--- src/rtl/sat_round_pipe.sv ---
// sat_round_pipe: two-stage round-half-up shift (stage 1) and saturation (stage 2)
// for complex samples, with valid/ready handshake on both sides.
//   clk, rstn              clock, async active-low reset
//   in_valid/in_ready      input handshake; in_re/in_im (IW, signed), shift (SW)
//   out_valid/out_ready    output handshake; out_re/out_im (OW, signed), out_sat {im, re}
//   clr_cnt, sat_cnt       clear / count of saturated output beats
// Optional macro SAT_RND_CNT_EN enables the saturation counter; otherwise sat_cnt = 0.
module sat_round_pipe #(
  parameter int IW = 17,
  parameter int OW = 16,
  parameter int SW = 4,
  parameter int CW = 16
) (
  input  logic                 clk,
  input  logic                 rstn,
  input  logic                 in_valid,
  output logic                 in_ready,
  input  logic signed [IW-1:0] in_re,
  input  logic signed [IW-1:0] in_im,
  input  logic [SW-1:0]        shift,
  output logic                 out_valid,
  input  logic                 out_ready,
  output logic signed [OW-1:0] out_re,
  output logic signed [OW-1:0] out_im,
  output logic [1:0]           out_sat,
  input  logic                 clr_cnt,
  output logic [CW-1:0]        sat_cnt
);

  localparam int SHW = $clog2(IW);

  logic [SHW-1:0]       sh;
  logic                 s1_valid_q, s1_valid_d;
  logic signed [IW:0]   s1_re_q, s1_re_d;
  logic signed [IW:0]   s1_im_q, s1_im_d;
  logic                 s2_valid_q, s2_valid_d;
  logic signed [OW-1:0] out_re_q, out_re_d;
  logic signed [OW-1:0] out_im_q, out_im_d;
  logic [1:0]           out_sat_q, out_sat_d;
  logic                 s1_load, s2_load;
  logic [OW:0]          sat_re, sat_im;

  function automatic logic signed [IW:0] rnd(input logic signed [IW-1:0] x,
                                             input logic [SHW-1:0] s);
    logic signed [IW:0] xe;
    logic signed [IW:0] half;
    xe = {x[IW-1], x};
    if (s == '0) return xe;
    half = (IW+1)'(1) << (s - SHW'(1));
    return (xe + half) >>> s;
  endfunction

  // Returns {clamped, value}; fits when all bits from the OW-1 sign bit upward agree.
  function automatic logic [OW:0] sat(input logic signed [IW:0] v);
    logic fits;
    fits = (&v[IW:OW-1]) | ~(|v[IW:OW-1]);
    if (fits)       return {1'b0, v[OW-1:0]};
    else if (v[IW]) return {1'b1, 1'b1, {(OW-1){1'b0}}};
    else            return {1'b1, 1'b0, {(OW-1){1'b1}}};
  endfunction

  always_comb begin
    if (32'(shift) > 32'(IW - 1)) sh = SHW'(IW - 1);
    else                          sh = SHW'(shift);
  end

  assign s2_load  = !s2_valid_q || out_ready;
  assign s1_load  = !s1_valid_q || s2_load;
  assign in_ready = s1_load;

  assign sat_re = sat(s1_re_q);
  assign sat_im = sat(s1_im_q);

  always_comb begin
    s1_valid_d = s1_valid_q;
    s1_re_d    = s1_re_q;
    s1_im_d    = s1_im_q;
    if (s1_load) begin
      s1_valid_d = in_valid;
      if (in_valid) begin
        s1_re_d = rnd(in_re, sh);
        s1_im_d = rnd(in_im, sh);
      end
    end
  end

  always_comb begin
    s2_valid_d = s2_valid_q;
    out_re_d   = out_re_q;
    out_im_d   = out_im_q;
    out_sat_d  = out_sat_q;
    if (s2_load) begin
      s2_valid_d = s1_valid_q;
      if (s1_valid_q) begin
        out_re_d  = sat_re[OW-1:0];
        out_im_d  = sat_im[OW-1:0];
        out_sat_d = {sat_im[OW], sat_re[OW]};
      end
    end
  end

  always_ff @(posedge clk or negedge rstn) begin
    if (!rstn) begin
      s1_valid_q <= 1'b0;
      s1_re_q    <= '0;
      s1_im_q    <= '0;
      s2_valid_q <= 1'b0;
      out_re_q   <= '0;
      out_im_q   <= '0;
      out_sat_q  <= '0;
    end else begin
      s1_valid_q <= s1_valid_d;
      s1_re_q    <= s1_re_d;
      s1_im_q    <= s1_im_d;
      s2_valid_q <= s2_valid_d;
      out_re_q   <= out_re_d;
      out_im_q   <= out_im_d;
      out_sat_q  <= out_sat_d;
    end
  end

  assign out_valid = s2_valid_q;
  assign out_re    = out_re_q;
  assign out_im    = out_im_q;
  assign out_sat   = out_sat_q;

`ifdef SAT_RND_CNT_EN
  logic [CW-1:0] sat_cnt_q, sat_cnt_d;

  always_comb begin
    sat_cnt_d = sat_cnt_q;
    if (clr_cnt)
      sat_cnt_d = '0;
    else if (s2_valid_q && out_ready && (|out_sat_q) && (sat_cnt_q != '1))
      sat_cnt_d = sat_cnt_q + CW'(1);
  end

  always_ff @(posedge clk or negedge rstn) begin
    if (!rstn) sat_cnt_q <= '0;
    else       sat_cnt_q <= sat_cnt_d;
  end

  assign sat_cnt = sat_cnt_q;
`else
  logic unused_clr;
  assign unused_clr = clr_cnt;
  assign sat_cnt    = '0;
`endif

endmodule

--- config.mk ---
export PLATFORM = sky130hd
export DESIGN_NAME = sat_round_pipe
export DESIGN_NICKNAME = d
export VERILOG_FILES = /design/src/rtl/sat_round_pipe.sv
export SDC_FILE = /design/constraint.sdc
export NUM_CORES = 1
export LEC_CHECK = 0
export ABC_CLOCK_PERIOD_IN_PS = 2050
export BUFFER_PORTS_ARGS = -buffer_cell sky130_fd_sc_hd__buf_2
export CORE_ASPECT_RATIO = 1.25
export CORE_MARGIN = 2
export CORE_UTILIZATION = 30
export CTS_BUF_LIST = sky130_fd_sc_hd__clkbuf_4 sky130_fd_sc_hd__clkbuf_8 sky130_fd_sc_hd__clkbuf_16
export DETAILED_ROUTE_END_ITERATION = 6
export HOLD_SLACK_MARGIN = 0.15
export PLACE_DENSITY_LB_ADDON = 0.05
export SLEW_MARGIN = 20
export SYNTH_ARGS = -nofsm -noshare
export SYNTH_HDL_FRONTEND = slang
export SYNTH_SLANG_ARGS = --single-unit
export TNS_END_PERCENT = 1
--- constraint.sdc ---
create_clock -name clk -period 2.05 [get_ports clk]
set_clock_uncertainty 0.15 [all_clocks]
set_input_delay 0.5125 -clock clk [delete_from_list [all_inputs] [get_ports clk]]
set_output_delay 0.5125 -clock clk [all_outputs]
set_load 0.005 [all_outputs]
==> results.md, run 1 <==
Run status:
- The flow ran to the end, but the final reports show violations.
- The final reports fail on setup timing.

Critical path:
- The worst register-to-register path begins at out_valid$_DFFE_PN0P_.
- Counting both buffers and inverters, the worst setup path holds a total of 3.
- The gate family responsible for the most delay along the worst path is compound AO/OA/AOI/OAI gates.
- The worst-case reg-to-reg path depth is 7.
- The endpoint identified for the worst register-to-register timing path is s1_im_q[0]$_DFFE_PN0P_.
- The data arrival at the endpoint of the critical path is 3.57 ns.
- The delay contributed by the slowest stage of the critical path is 0.54 ns.
- STA classifies the critical path endpoint as a flip-flop.
- The signal on the critical path passes through buf_8 > buf_6 > buf_6 > or4b_4 > a21o_1 > o41ai_4 > o31a_1 > mux2i_1 > nand2_1 > mux4_2 > and3_4 > o31ai_2.
- The critical path data required time is 2.14 ns.
- Among the stages of the critical path, the cell type that occurs most often is buf_6.
- The critical path class is in2reg.
- The master of the slowest instance on the critical path is mux4_2.
- Of all nets on the critical path, the largest fanout is 4.
- The flop-to-flop setup slack is ~0.04 ns.
- The sort of element at the start of the critical path is a primary input.

Hold path:
- The worst hold path begins at in_valid.
- The tightest min-delay check is of the in2reg type.
- The worst hold path terminates at s1_valid_q$_DFFE_PN0N_.
- The depth of the worst hold-timing path is 2.

Power:
- The maximum VDD drop is 389 uV.
- In this run the power density over the cells is 560 nW/um^2.
- The leakage component of the power is 5.54 nW.

Detailed routing:
- For this run, design rule violations remaining after detail routing come to 0.
- After detailed routing, the total wire length is 32.2 mm.
- The total via count in the routed design is a little over 9000.
- After the first detailed-routing iteration, the DRC count stood at between 400 and 500.
- The number of vias per cell is between 5 and 6.
- The number of iterations in the first detailed-routing pass is 5.
- The routed wire length per instance is 18.2 um.
- In this run the remaining antenna-violating nets after routing total 0.

Final layout:
- Leaving out filler cells and counting taps, the final layout contains 1774.
- The final net count is 1504.
- Leaving out fill and tap cells, the most frequent cell in the layout is buf_4.
- The end-of-flow core utilization is a little under half.
- The number of filler cells placed in the layout is 2736.
- The library cells used most frequently in the layout, excluding fill and tap cells, are buf_4 (322), nand2_1 (155), nor2_1 (127).
- Relative to the synthesized area, the layout overhead comes to 49.8%.
- The number of diodes is 0.
- Of the cells placed in the final design, the portion with a size suffix greater than 1 is 38.8%.

GRT:
- Global routing used between 20% and 30% of the available tracks across all layers.
- Entering global routing, the biggest net connects 35 pins.
- The number of antenna violations at the first check in global routing is 0.
- The remaining global-route overflow is 0.
- The first-pass GRT wire length is 49.8 mm.
- The via count of the first global-routing pass is 8819.

Synth:
- The dominant synthesized flop cell is dfrtp_1.
- The number of distinct library cells after synthesis is 89.
- The post-synthesis instance total is 1090.
- Summing every instance area after synthesis gives about 7900 um^2.
- The fraction of registers with async set/reset is 100%.
- The register bit total from synthesis is 72.
- The average cell area after synthesis is 7.25 um^2.
- The share of the yosys chip area belonging to registers is 22.8%.
- Yosys mapped a number of flops with a built-in enable equal to 0.
- Summed over its instances, the top area cell type makes up 22.8% of the synthesized netlist area.
- Of all cell types, the one taking the most synthesized area is dfrtp_1.
- Ranked by total cell area, the synthesized netlist is headed by dfrtp_1 (23%), nand2_1 (7.9%), nor2_1 (6.5%), o21ai_0 (5.9%), ha_1 (4.7%).
- The Yosys warning count is 0.

STA:
- The time the final worst path needs with I/O delays and setup is 3.48 ns.
- Setup repair after global routing could not meet its margin everywhere.
- The actual transition at the worst max-transition pin is 0.597 ns.
- For this run, the top clock speed supported by timing is 0.288 GHz.
- The share of the cycle needed by the critical path after routing is 170%.
- The total setup violations reported at the end of the flow is 36.
- The hold violation count in the final report is 0.
- Setup total negative slack on the finished layout was measured at -45.05 ns.
- The count of pins over their slew limit came to 0.
- The worst-case setup margin in the final layout is -1.43 ns.
- Hold is met by about 0.25 ns.
- The relative max-transition margin is around 60%.

Die:
- The effective utilization at floorplan is 30.4%.
- Pin placement for this block handled 95 I/O pins.
- The area of the core is 26000 um^2.
- The die area is 27700 um^2.
- The vertical die dimension is ~190 um.
- The number of placement rows is 66.
- In this run the horizontal extent of the chip is ~150 um.

Clocking:
- The tree is rooted in a clkbuf_16.
- For this design, the sink count on the clock tree is 72.
- The insertion delay to the later sink of the worst-skew pair is between 0.3 and 0.4 ns.
- The clock edge transition at the registers on the reported setup and hold paths is 0.06 ns.
- The H-tree generated during clock tree synthesis spans 3 levels.
- TritonCTS built the clock tree.
- The clock buffer count from CTS is 9.
- The clock passes through at most 2 buffers.

Place:
- The placed cell count is 1750.
- The number of input and output port buffers inserted is between 70 and 80.
- The final weighted congestion in routability-driven placement is 0.914.
- The total half-perimeter wirelength after legalization and detailed placement is 26.4 mm.

Run:
- Across the run, the number of max-cap violations was 0.
-- metrics by stage --
step | area, um^2 | power (W) | setup WS (ns)
after CTS | 11600 | 0.00663 | -1.49
final | 11800 | 0.00663 | -1.43
after global routing | 11800 | 0.00713 | -1.56
after detailed placement | 11000 | 0.00497 | -2.06
after global placement | 11000 | 0.00495 | -2.00
after floorplan | 8290 | 0.00367 | -1.62
-- flip-flops by register name, indices dropped and copies added, names as in the netlist --
register / flops
s1_re_q: 18
out_valid: 1
s1_valid_q: 1
out_re: 16
s1_im_q: 18
out_im: 16
out_sat: 2
-- synth_stat cells, drive strengths merged (11+ instances only) --
master / count
mux2: 15
buf: 31
mux2i: 18
dfrtp: 72
nand3: 25
o21ai: 98
a211oi: 14
a221oi: 11
clkbuf: 65
nor3: 30
o211ai: 15
xnor2: 21
ha: 30
inv: 21
a21oi: 69
a31oi: 14
o21a: 11
o22ai: 14
nor2: 136
xor2: 16
nand2: 166
a21o: 17
-- worst max-delay path by stage --
stage                  start                       to  cells after the start
floorplan           shift[2]   s1_im_q[2]$_DFFE_PN0P_                     15
global placement    shift[1]  s1_re_q[10]$_DFFE_PN0P_                     16
detailed placement  shift[1]  s1_re_q[10]$_DFFE_PN0P_                     16
CTS                 shift[1]   s1_im_q[2]$_DFFE_PN0P_                     12
global route        shift[1]   s1_im_q[2]$_DFFE_PN0P_                     12
finish              shift[1]   s1_im_q[2]$_DFFE_PN0P_                     12
-- what timing repair did --
item | in CTS | in global routing
gates resized for setup | 69 | 38
endpoints found under the hold margin | 30 | 0
pin swaps | 32 | 20
endpoints found under the setup margin | 36 | 36
setup buffers | 6 | 3
hold buffers | 1 | 0
-- cells by family after synthesis --
kind of cell               Yosys count  share of synthesized area (%)
buffers and inverters              117                           6.49
DFF                                 72                           22.8
muxes                               38                           5.84
xor gates and xnor gates            37                           4.19
adders and majority gates           30                           4.75
and+or+nand+nor                    428                           24.1
other                                1                         0.0474
AOI/OAI and AO/OA                  367                           31.8
-- final cells by class --
class	instances	area [um^2]	area share, %
sequential	72	1800	15.2
timing repair buffer	407	2950	24.9
clock inverter	1	30.0	0.254
clock buffer	13	255	2.15
tap	340	425	3.59
inverter	21	81.3	0.687
multi-input combinational	920	6300	53.2
-- metal layers --
metal  share of wire [%]  wire (um)  GRT usage (%)  vias up
met1                  45      14600           30.3     4322
met3                 3.8       1230           2.13       45
met4                 3.1       1000           8.11        0
met2                  48      15400           39.9      222
li1                    -          -              -     4645
met5                   0          0              0        -
-- power by group --
part | switching (W) | leakage, nW | total, W | internal, W
clock | 0.000542 | 0.143 | 0.00152 | 0.000983
sequential | 0.000261 | 0.868 | 0.00203 | 0.00177
combinational | 0.00161 | 4.53 | 0.00308 | 0.00147
total | 0.00241 | 5.54 | 0.00663 | 0.00422
No activity file was read; power rests on OpenSTA's default activity.
==> run 2, diff against run 1 <==
==> constraint.sdc (replaced) <==
create_clock -name clk -period 2.05 [get_ports clk]
set_clock_uncertainty 0.15 [all_clocks]
set_input_delay 0.615 -clock clk [delete_from_list [all_inputs] [get_ports clk]]
set_output_delay 0.615 -clock clk [all_outputs]
set_load 0.005 [all_outputs]
==> results.md, run 2 (same netlist as run 1, synthesis figures left out) <==
Run status:
- Status: finished, violations left (unchanged).
- Violations in the final reports: setup timing (unchanged).

Clocking:
- The hold buffer count at cts came to 0 (was 1).
- The number of levels the H-tree was split into was 3 (unchanged).
- The insertion delay to the later sink of the worst-skew pair is 0.33 ns (about the same).
- The clock tree root buffer cell is clkbuf_16 (unchanged).
- The TritonCTS clock tree is built (unchanged).
- The largest buffer count on any clock path is 2 (unchanged).
- The clock edge transition at the registers on the reported setup and hold paths is 0.05 ns (was 0.06 ns).
- The number of clock sinks seen by CTS is 72 (unchanged).
- The clock buffer count from CTS was 9 (unchanged).

Detailed routing:
- The number of iterations in the first detailed-routing pass came to 5 (unchanged).
- The routed wire length per instance came to 18.0 um (was 18.2 um).
- The count of routing violations after the opening detailed-route iteration came to 378 (was 465).
- The detailed-route wire length is 32.2 mm (about the same).
- The DRC violation count after routing is 0 (unchanged).
- The number of vias per cell is 5.15 (was 5.21).
- The total via count in the routed design is 9227 (was 9234).
- The number of nets with antenna violations after routing is 0 (unchanged).

Die:
- The number of placement rows is 66 (unchanged).
- The number of top-level pins is 95 (unchanged).
- The area of the core was 26000 um^2 (unchanged).
- The vertical die dimension is 186 um (unchanged).
- The width of the chip came to 149 um (unchanged).
- The die area is 27700 um^2 (unchanged).
- The effective utilization at floorplan is 30.4% (unchanged).

Critical path:
- The reg-to-reg endpoint is s1_im_q[9]$_DFFE_PN0P_ (was s1_im_q[0]$_DFFE_PN0P_).
- The worst-case reg-to-reg path depth is 7 (unchanged).
- The master of the slowest instance on the critical path is mux4_2 (unchanged).
- The start point of the critical path is shift[1] (unchanged).
- The data arrival at the endpoint of the critical path is 3.68 ns (was 3.57 ns).
- The number of buffers and inverters on the critical path came to 5 (was 3).
- The maximum net fanout on the critical path is 5 (was 4).
- The delay contributed by the slowest stage of the critical path was 0.54 ns (about the same).
- The critical path endpoint category is a flip-flop (unchanged).
- The end of the critical path was s1_im_q[9]$_DFFE_PN0P_ (was s1_im_q[2]$_DFFE_PN0P_).
- Critical-path cell list: buf_6 > buf_12 > buf_6 > or4b_4 > buf_4 > a211oi_1 > o2bb2ai_2 > o31a_1 > mux2i_1 > nand2_1 > mux4_2 > buf_4 > o31ai_4 (was buf_8 > buf_6 > buf_6 > or4b_4 > a21o_1 > o41ai_4 > o31a_1 > mux2i_1 > nand2_1 > mux4_2 > and3_4 > o31ai_2).
- The flop-to-flop setup slack came to 0 ns (was 0.04 ns).
- The critical path class is in2reg (unchanged).
- The critical path data required time came to 2.14 ns (about the same).
- The gate family responsible for the most delay along the worst path is compound AO/OA/AOI/OAI gates (unchanged).
- The depth of the critical timing path with buffers and inverters included is 13 (was 12).
- The worst reg2reg path startpoint was s1_valid_q$_DFFE_PN0N_ (was out_valid$_DFFE_PN0P_).
- The sort of element at the start of the critical path is a primary input (unchanged).

GRT:
- The via count of the first global-routing pass is 8925 (was 8819).
- The first-pass GRT wire length came to 50.2 mm (was 49.8 mm).
- The global router's overall resource usage is 23.2% (about the same).
- The number of antenna violations at the first check in global routing is 0 (unchanged).
- The largest net degree at the start of global routing was 73 (was 35).
- The remaining global-route overflow was 0 (unchanged).

STA:
- The count of pins over their slew limit is 0 (unchanged).
- The achievable clock frequency was 0.279 GHz (was 0.288 GHz).
- The time the final worst path needs with I/O delays and setup came to 3.59 ns (was 3.48 ns).
- The worst-case hold slack is 0.126 ns (was 0.245 ns).
- The share of the cycle needed by the critical path after routing is 175% (was 170%).
- The hold violation count in the final report is 0 (unchanged).
- The total setup violations reported at the end of the flow is 36 (unchanged).
- The worst-case setup margin in the final layout came to -1.54 ns (was -1.43 ns).
- Unrepaired setup endpoints after global routing: yes (unchanged).

Final layout:
- The most common library cell in the layout ignoring fill and taps is buf_4 (unchanged).
- Highest-count cells in the layout ignoring fill and taps: buf_4 (330), nand2_1 (155), nor2_1 (125) (was buf_4 (322), nand2_1 (155), nor2_1 (127)).
- The post-synthesis to final-layout area growth was 54.7% (was 49.8%).
- The post-route cell area is 12200 um^2 (was 11800 um^2).
- The number of filler cells placed in the layout is 2689 (was 2736).
- The number of diodes came to 0 (unchanged).
- The final net count is 1521 (was 1504).
- The ratio of cells with drive above 1 in the final layout is 41.3% (was 38.8%).
- Largest registers in the final layout: s1_im_q x18, s1_re_q x18 (unchanged).

Power:
- The power density relative to cell area is 547 nW/um^2 (was 560 nW/um^2).
- The leakage component of the power is 5.66 nW (was 5.54 nW).
- The maximum VDD drop was 400 uV (was 389 uV).

Place:
- The instance area after placement is 11000 um^2 (about the same).
- The number of input and output port buffers inserted came to 77 (unchanged).
- The total half-perimeter wirelength after legalization and detailed placement is 26.0 mm (was 26.4 mm).
- The final weighted congestion in routability-driven placement is 0.943 (was 0.914).

Hold path:
- The worst hold-check path type is in2async (was in2reg).

Run:
- The number of maximum-capacitance constraint violations is 0 (unchanged).
[run 2: repair_timing]
action,4_1_cts,5_1_grt
setup endpoints to repair,36,36
resized for setup,81,77
cloned,1,0
hold endpoints to repair,0,0
pin swaps,23,37
setup buffers,8,9
[run 2: worst min path at each step]
stage	cells after the start	end	slack, ns
after floorplan	0	out_im[0]$_DFFE_PN0P_	0.17
after global placement	2	out_im[8]$_DFFE_PN0P_	0.31
after detailed placement	2	out_re[3]$_DFFE_PN0P_	0.31
after CTS	2	out_re[8]$_DFFE_PN0P_	0.16
after global routing	2	out_re[10]$_DFFE_PN0P_	0.15
final	2	out_re[11]$_DFFE_PN0P_	0.13
[run 2: through the flow]
stage / util [%] / cells / setup slack [ns] / power [W] / setup TNS (ns)
6_report: 47.0 / 1792 / -1.54 / 0.00669 / -48.47
3_5_place_dp: 42.5 / 1759 / -2.14 / 0.00499 / -69.34
4_1_cts: 45.3 / 1783 / -1.59 / 0.00663 / -48.95
3_3_place_gp: 42.5 / 1759 / -2.14 / 0.00497 / -68.81
2_1_floorplan: - / 1109 / -1.72 / 0.00367 / -54.45
5_1_grt: 47.0 / 1792 / -1.64 / 0.00722 / -52.12
[run 2: per-layer routing]
metal / track usage, % / vias to the layer above / routed length (um)
li1: - / 4690 / -
met1: 30.8 / 4258 / 14500
met2: 38.0 / 222 / 15100
met3: 2.35 / 57 / 1290
met4: 10.9 / 0 / 1330
met5: 0 / - / 0
[run 2: worst register-to-register path, cell delays in order (launching register included)]
cell and delay [ns]:
dfrtp_1 0.36, nand3b_1 0.14, and2_1 0.30, buf_4 0.21, nor2_1 0.28, nor3_1 0.08
a21oi_1 0.28, o31ai_4 0.11
[run 2: power breakdown]
| part | internal (W) | switching, W | total, W | leakage (nW) |
|---|---|---|---|---|
| sequential | 0.00177 | 0.000246 | 0.00201 | 0.868 |
| clock | 0.000933 | 0.000542 | 0.00147 | 0.144 |
| combinational | 0.00154 | 0.00166 | 0.00320 | 4.65 |
[run 2: cell type report]
cell class | count | area, um^2 | share of cell area, %
multi-input cells | 920 | 6470 | 52.9
repair buffers | 424 | 3170 | 25.9
clock buffers | 15 | 283 | 2.31
flip-flops and latches | 72 | 1800 | 14.7
well taps | 340 | 425 | 3.48
inverters | 21 | 87.6 | 0.716
